File: src/rtl/instr_sequencer.sv
// instr_sequencer
// Control sequencer for the single-bus datapath. A start request in IDLE runs
// the fetch cycles T0..T2 and then the execute cycles for a register ALU
// instruction (unary, binary, or wide MUL/DIV with HI/LO result halves).
// Every output is a register, so nothing combinational reaches the outputs
// from start or mem_ready.
//
// Ports:
//   clk        rising-edge system clock
//   clear      synchronous active-high reset; forces IDLE, all outputs 0
//   start      request one instruction (sampled only in IDLE)
//   mem_ready  memory read data valid on Mdatain
//   ir         current IR contents from the datapath
//   busy       high in every state except IDLE
//   done       one-cycle pulse in the final cycle of an instruction
//   illegal    one-cycle pulse (with done) on an unsupported opcode
//   PCout .. LOin  single-bit datapath enables
//   alu_op     ALU operation, nonzero only in the ALU-issue cycle
//   reg_in     one-hot register write enables
//   reg_out    one-hot register bus drives
module instr_sequencer #(
  parameter int DATA_W   = 32,
  parameter int NUM_REGS = 16,
  parameter int REG_W    = 4,
  parameter int OP_W     = 5
) (
  input  logic                clk,
  input  logic                clear,
  input  logic                start,
  input  logic                mem_ready,
  input  logic [DATA_W-1:0]   ir,
  output logic                busy,
  output logic                done,
  output logic                illegal,
  output logic                PCout,
  output logic                Zlowout,
  output logic                Zhighout,
  output logic                MDRout,
  output logic                MARin,
  output logic                Zin,
  output logic                PCin,
  output logic                MDRin,
  output logic                IRin,
  output logic                Yin,
  output logic                IncPC,
  output logic                Read,
  output logic                HIin,
  output logic                LOin,
  output logic [OP_W-1:0]     alu_op,
  output logic [NUM_REGS-1:0] reg_in,
  output logic [NUM_REGS-1:0] reg_out
);

  localparam int OP_LSB = DATA_W - OP_W;
  localparam int RA_LSB = OP_LSB - REG_W;
  localparam int RB_LSB = RA_LSB - REG_W;
  localparam int RC_LSB = RB_LSB - REG_W;

  localparam logic [OP_W-1:0] OP_ADD = OP_W'(5'b00011);
  localparam logic [OP_W-1:0] OP_SUB = OP_W'(5'b00100);
  localparam logic [OP_W-1:0] OP_SHR = OP_W'(5'b00101);
  localparam logic [OP_W-1:0] OP_SHL = OP_W'(5'b00110);
  localparam logic [OP_W-1:0] OP_ROR = OP_W'(5'b00111);
  localparam logic [OP_W-1:0] OP_ROL = OP_W'(5'b01000);
  localparam logic [OP_W-1:0] OP_AND = OP_W'(5'b01001);
  localparam logic [OP_W-1:0] OP_OR  = OP_W'(5'b01010);
  localparam logic [OP_W-1:0] OP_MUL = OP_W'(5'b01111);
  localparam logic [OP_W-1:0] OP_DIV = OP_W'(5'b10000);
  localparam logic [OP_W-1:0] OP_NOT = OP_W'(5'b10001);
  localparam logic [OP_W-1:0] OP_NEG = OP_W'(5'b10010);

  typedef enum logic [2:0] {
    S_IDLE, S_T0, S_T1, S_T2, S_T3, S_T4, S_T5, S_T6
  } state_t;

  typedef enum logic [1:0] {
    CLS_ILLEGAL, CLS_UNARY, CLS_BINARY, CLS_WIDE
  } op_class_t;

  state_t          state;
  op_class_t       cls_q;
  logic [OP_W-1:0] op_q;
  logic [REG_W-1:0] ra_q;
  logic [REG_W-1:0] rc_q;

  logic [OP_W-1:0]  ir_op;
  logic [REG_W-1:0] ir_ra;
  logic [REG_W-1:0] ir_rb;
  logic [REG_W-1:0] ir_rc;
  logic             ir_unused;

  assign ir_op     = ir[OP_LSB +: OP_W];
  assign ir_ra     = ir[RA_LSB +: REG_W];
  assign ir_rb     = ir[RB_LSB +: REG_W];
  assign ir_rc     = ir[RC_LSB +: REG_W];
  assign ir_unused = ^ir[RC_LSB-1:0];

  function automatic op_class_t classify(input logic [OP_W-1:0] op);
    op_class_t c;
    case (op)
      OP_NOT, OP_NEG:                          c = CLS_UNARY;
      OP_MUL, OP_DIV:                          c = CLS_WIDE;
      OP_ADD, OP_SUB, OP_SHR, OP_SHL,
      OP_ROR, OP_ROL, OP_AND, OP_OR:           c = CLS_BINARY;
      default:                                 c = CLS_ILLEGAL;
    endcase
    return c;
  endfunction

  // Indices at or beyond NUM_REGS match no bit, giving an all-zero select.
  function automatic logic [NUM_REGS-1:0] reg_sel(input logic [REG_W-1:0] idx);
    logic [NUM_REGS-1:0] v;
    v = '0;
    for (int i = 0; i < NUM_REGS; i++) begin
      if (idx == REG_W'(i)) v[i] = 1'b1;
    end
    return v;
  endfunction

  // Each branch picks the next state and loads the outputs that state must
  // present, so outputs change exactly when the state does. Anything not
  // set falls back to 0. The illegal decision is made on the edge into T2
  // (from ir) so the pulse can be registered and still appear during T2.
  always_ff @(posedge clk) begin
    busy     <= 1'b0;
    done     <= 1'b0;
    illegal  <= 1'b0;
    PCout    <= 1'b0;
    Zlowout  <= 1'b0;
    Zhighout <= 1'b0;
    MDRout   <= 1'b0;
    MARin    <= 1'b0;
    Zin      <= 1'b0;
    PCin     <= 1'b0;
    MDRin    <= 1'b0;
    IRin     <= 1'b0;
    Yin      <= 1'b0;
    IncPC    <= 1'b0;
    Read     <= 1'b0;
    HIin     <= 1'b0;
    LOin     <= 1'b0;
    alu_op   <= '0;
    reg_in   <= '0;
    reg_out  <= '0;
    if (clear) begin
      state <= S_IDLE;
      cls_q <= CLS_ILLEGAL;
      op_q  <= '0;
      ra_q  <= '0;
      rc_q  <= '0;
    end else begin
      case (state)
        S_IDLE: begin
          if (start) begin
            state <= S_T0;
            busy  <= 1'b1;
            PCout <= 1'b1;
            MARin <= 1'b1;
            IncPC <= 1'b1;
            Zin   <= 1'b1;
          end
        end
        S_T0: begin
          state   <= S_T1;
          busy    <= 1'b1;
          Zlowout <= 1'b1;
          PCin    <= 1'b1;
          Read    <= 1'b1;
          MDRin   <= 1'b1;
        end
        S_T1: begin
          busy <= 1'b1;
          if (!mem_ready) begin
            Zlowout <= 1'b1;
            PCin    <= 1'b1;
            Read    <= 1'b1;
            MDRin   <= 1'b1;
          end else begin
            state  <= S_T2;
            MDRout <= 1'b1;
            IRin   <= 1'b1;
            if (classify(ir_op) == CLS_ILLEGAL) begin
              illegal <= 1'b1;
              done    <= 1'b1;
            end
          end
        end
        S_T2: begin
          if (illegal) begin
            state <= S_IDLE;
          end else begin
            state   <= S_T3;
            busy    <= 1'b1;
            cls_q   <= classify(ir_op);
            op_q    <= ir_op;
            ra_q    <= ir_ra;
            rc_q    <= ir_rc;
            reg_out <= reg_sel(ir_rb);
            if (classify(ir_op) == CLS_UNARY) begin
              alu_op <= ir_op;
              Zin    <= 1'b1;
            end else begin
              Yin <= 1'b1;
            end
          end
        end
        S_T3: begin
          state <= S_T4;
          busy  <= 1'b1;
          if (cls_q == CLS_UNARY) begin
            Zlowout <= 1'b1;
            reg_in  <= reg_sel(ra_q);
            done    <= 1'b1;
          end else begin
            reg_out <= reg_sel(rc_q);
            alu_op  <= op_q;
            Zin     <= 1'b1;
          end
        end
        S_T4: begin
          if (cls_q == CLS_UNARY) begin
            state <= S_IDLE;
          end else begin
            state   <= S_T5;
            busy    <= 1'b1;
            Zlowout <= 1'b1;
            if (cls_q == CLS_WIDE) begin
              LOin <= 1'b1;
            end else begin
              reg_in <= reg_sel(ra_q);
              done   <= 1'b1;
            end
          end
        end
        S_T5: begin
          if (cls_q == CLS_WIDE) begin
            state    <= S_T6;
            busy     <= 1'b1;
            Zhighout <= 1'b1;
            HIin     <= 1'b1;
            done     <= 1'b1;
          end else begin
            state <= S_IDLE;
          end
        end
        default: begin
          state <= S_IDLE;
        end
      endcase
    end
  end

endmodule
File: config.mk
export PLATFORM = sky130hd
export DESIGN_NAME = instr_sequencer
export DESIGN_NICKNAME = d
export VERILOG_FILES = /design/src/rtl/instr_sequencer.sv
export SDC_FILE = /design/constraint.sdc
export NUM_CORES = 1
export LEC_CHECK = 0
export BUFFER_PORTS_ARGS = -buffer_cell sky130_fd_sc_hd__buf_2
export CAP_MARGIN = 20
export CORE_UTILIZATION = 45
export CTS_CLUSTER_DIAMETER = 30
export DETAILED_ROUTE_END_ITERATION = 16
export PLACE_DENSITY = 0.71
export SLEW_MARGIN = 20
export SYNTH_ARGS = -nofsm -noshare
export SYNTH_HDL_FRONTEND = slang
export SYNTH_SLANG_ARGS = --single-unit
File: constraint.sdc
create_clock -name clk -period 2.1 [get_ports clk]
set_clock_uncertainty 0.15 [all_clocks]
set_input_delay 0.21 -clock clk [delete_from_list [all_inputs] [get_ports clk]]
set_output_delay 0.21 -clock clk [all_outputs]
set_load 0.03 [all_outputs]
==> impl_results.md <==
- Status: finished, final reports clean
- Post-Route WL: 5530 um
- Drt first pass iters: 4
- Seq/Total Area, Yosys: 51.16%
- Flops & latches, synth: 66
- Rel. slew slack: 65.62%
- Via count: 2306
- Ratio of cells with drive above 1 in the final layout: 29.57%
- Top Ports: 90
- Clk sink count: 66
- Synth async-reset ratio: 0%
- Least-Margin Pin Slew: 0.5156 ns
- Gate count of the mapped netlist: 286
- CTS Buffer Depth: 2
- First-pass GRT wire length: 8894 um
- Routed len/inst: 12.45 um
- Number of I/O port buffers: 74
- CP max-delay cell: dlygate4sd3_1
- Unrepaired setup endpoints after global routing: false
- Clock-pin slew on the worst setup and hold paths: 0.07 ns
- Post-CTS sizing: 0
- Pwr dens: 811.5 nW/um2
- Remaining Overflow, GRT: 0
- Fillers: 503
- Max-slew violation count: 0
- Worst-Skew Late Latency: 0.33 ns
- Internal power: 1969 uW
- Peak supply drop: 493.9 uV
- FMAX: 0.4994 GHz
- Worst min path class: primary input to register
- Area growth syn-to-layout: 27.62%
- Final Hold Fails: 0
- Critical path required time: 2.23 ns
- Routed vias/inst: 5.194
- Crit-path max FO: 4
- Placer Congestion: 0.8596
- Netlist Area Pre-Place: 2582 um2
- Critical path type: primary input to register
- Layout Cells excl Fill: 444
- Post-route ant nets: 0
- Cts bufs inserted: 9
- Final worst slack: 0.09774 ns
- Leakage: 0.001341 uW
- Dpl cell area: 3010 um2
- First DRT Iteration DRCs: 95
- Row cnt: 27
- Initial Util: 46.90%
- Dpl cells: 419
- Vias in the first global route: 2039
- Nets: 404
- Final period utilization: 95.35%
- Most used flip-flop cell after synthesis: dfxtp_1
- ANT cells: 0
- Pin count of the biggest net entering global routing: 17
- Max cap viols: 0
- Crit. End Element: register
- Seq pwr share: 49.5%
- Residual DRC: 0
- Crit-path max cell delay: 0.52 ns
- Chip width: 77.76 um
- Mapped Nets: 322
- Period minus WS final: 2.002 ns
- Initial antenna violation count: 0
- Final setup fails: 0
- DP HPWL: 3822 um
- CP cell instances: dlygate4sd3_1 -> buf_2 -> or3b_2 -> o22a_2 -> nor4b_2 -> a22o_2
- Synth warnings: 0
- Worst slack, placed: 0.2076 ns
- Core area: 5507 um2
- Post-route setup TNS: 0 ns
- Mean post-synth cell area: 9.030 um2
- Comb pwr share: 12.8%
- Clk pwr share: 37.7%
- Clock root buffer: clkbuf_8
- Clock tree from TritonCTS: yes
- Synth unique cells: 51
- GR Util All Layers: 18.64%
- Net Sw Frac: 26.36%
- Htree depth: 3
- Worst EP arrival: 2.14 ns
- Psw: 705.0 uW
- Die ar.: 6046 um2
- Finished Cell Area: 3296 um2
- Die Ht: 77.76 um
- CP startpoint kind: primary input
- Post-synth EDFFs: 0
-- metrics by stage --
| stage | util [%] | hold slack (ns) | power [uW] |
|---|---|---|---|
| 2_1_floorplan | - | 0.1960 | 1585 |
| 3_3_place_gp | 54.67 | 0.2915 | 1671 |
| 3_5_place_dp | 54.67 | 0.2964 | 1679 |
| 4_1_cts | 59.85 | 0.0005534 | 2694 |
| 5_1_grt | 59.85 | 0.02049 | 2777 |
| 6_report | 59.85 | 0.002650 | 2674 |
-- critical path, delay by kind of cell --
| kind | cells | cell delay, ns |
|---|---|---|
| AOI/OAI and AO/OA | 2 | 0.45 |
| buffers and inverters | 2 | 0.65 |
| and+or+nand+nor | 2 | 0.82 |
-- layer usage --
layer  vias up  part of all wire, %  GRT usage (%)
met2        72                   48          31.77
li1       1169                    -              -
met4         0                  1.7          10.19
met3         9                  4.4          3.647
met5         -                    0              0
met1      1056                   45          21.89
-- cells in the mapped netlist (all sizes together), types with 3 or more instances --
library cell   n  share of area [%]
a21oi         22                4.3
a32oi          4                1.4
clkbuf        13                1.9
nor2          24                3.5
and2           6                1.6
nor2b          5                1.2
a221oi         3                1.3
inv            3               0.44
nor4           6                1.5
nand3          8                1.6
nand2b        10                2.4
a22oi          6                1.7
nand4          3               0.73
o21ai          4               0.78
nor3          22                4.5
and3           4               0.97
buf           11                3.1
nor3b          3                1.1
dfxtp         66                 51
nand2         34                4.9
-- cell usage in the layout, fill, tap and decap left out, types with 8 or more instances in the layout --
| cell | Yosys | final |
|---|---|---|
| dlygate4sd3_1 | 0 | 10 |
| a21oi_1 | 22 | 22 |
| buf_2 | 2 | 74 |
| nor3_1 | 21 | 21 |
| nand2b_1 | 10 | 10 |
| dfxtp_1 | 66 | 66 |
| nor2_1 | 24 | 24 |
| nand3_1 | 8 | 8 |
| buf_4 | 8 | 11 |
| clkbuf_8 | 0 | 9 |
| nand2_1 | 34 | 34 |
-- worst paths after layout --
kind | from | depth (start not counted) | end | slack (ns)
setup / recovery | ir[31] | 6 | alu_op[1]$_SDFF_PP0_ | 0.1
hold / removal | ir[29] | 3 | op_q[2]$_SDFFE_PP0P_ | 0.003
setup reg to reg | state[1]$_SDFFE_PP0P_ | 4 | reg_out[12]$_SDFF_PP0_ | 0.22
hold reg to reg | op_q[2]$_SDFFE_PP0P_ | 2 | op_q[2]$_SDFFE_PP0P_ | 0.30
-- sequential cells by signal (all words and copies together), names as in the netlist, 2 cells and up --
signal / flops
ra_q: 4
op_q: 5
reg_in: 16
rc_q: 4
reg_out: 16
state: 3
cls_q: 2
alu_op: 5
-- kinds of logic (layout without fill, tap and decap cells) --
| family | count (synthesis) | count (layout) | synth area share [%] |
|---|---|---|---|
| XOR/XNOR | 3 | 3 | 1.018 |
| AND/OR/NAND/NOR | 137 | 137 | 28.10 |
| buffers and inverters | 27 | 113 | 5.475 |
| flip-flops | 66 | 66 | 51.16 |
| AO/OA/AOI/OAI | 52 | 52 | 13.86 |
| multiplexers | 1 | 1 | 0.3876 |
-- area by class of cell --
type	instances	area [um2]	area share (%)
sequential	66	1321	40.09
inverter	3	11.26	0.3417
clock buffer	11	131.4	3.986
clock inverter	4	53.80	1.632
tap	72	90.09	2.733
timing repair buffer	95	553.0	16.78
multi-input combinational	193	1135	34.43
-- what timing repair did --
action                    in CTS  in global routing
hold endpoints to repair      10                  0
setup buffers                  0                  0
hold buffers                  10                  0
-- power by group through the flow --
stage               registers, uW  logic, uW  clock network (uW)
global route                 1330        376                1070
floorplan                    1370        217                   0
global placement             1350        321                   0
CTS                          1320        343                1030
detailed placement           1350        327                   0
finish                       1320        343                1010
Note: power is estimated with default switching activity, not from simulation.
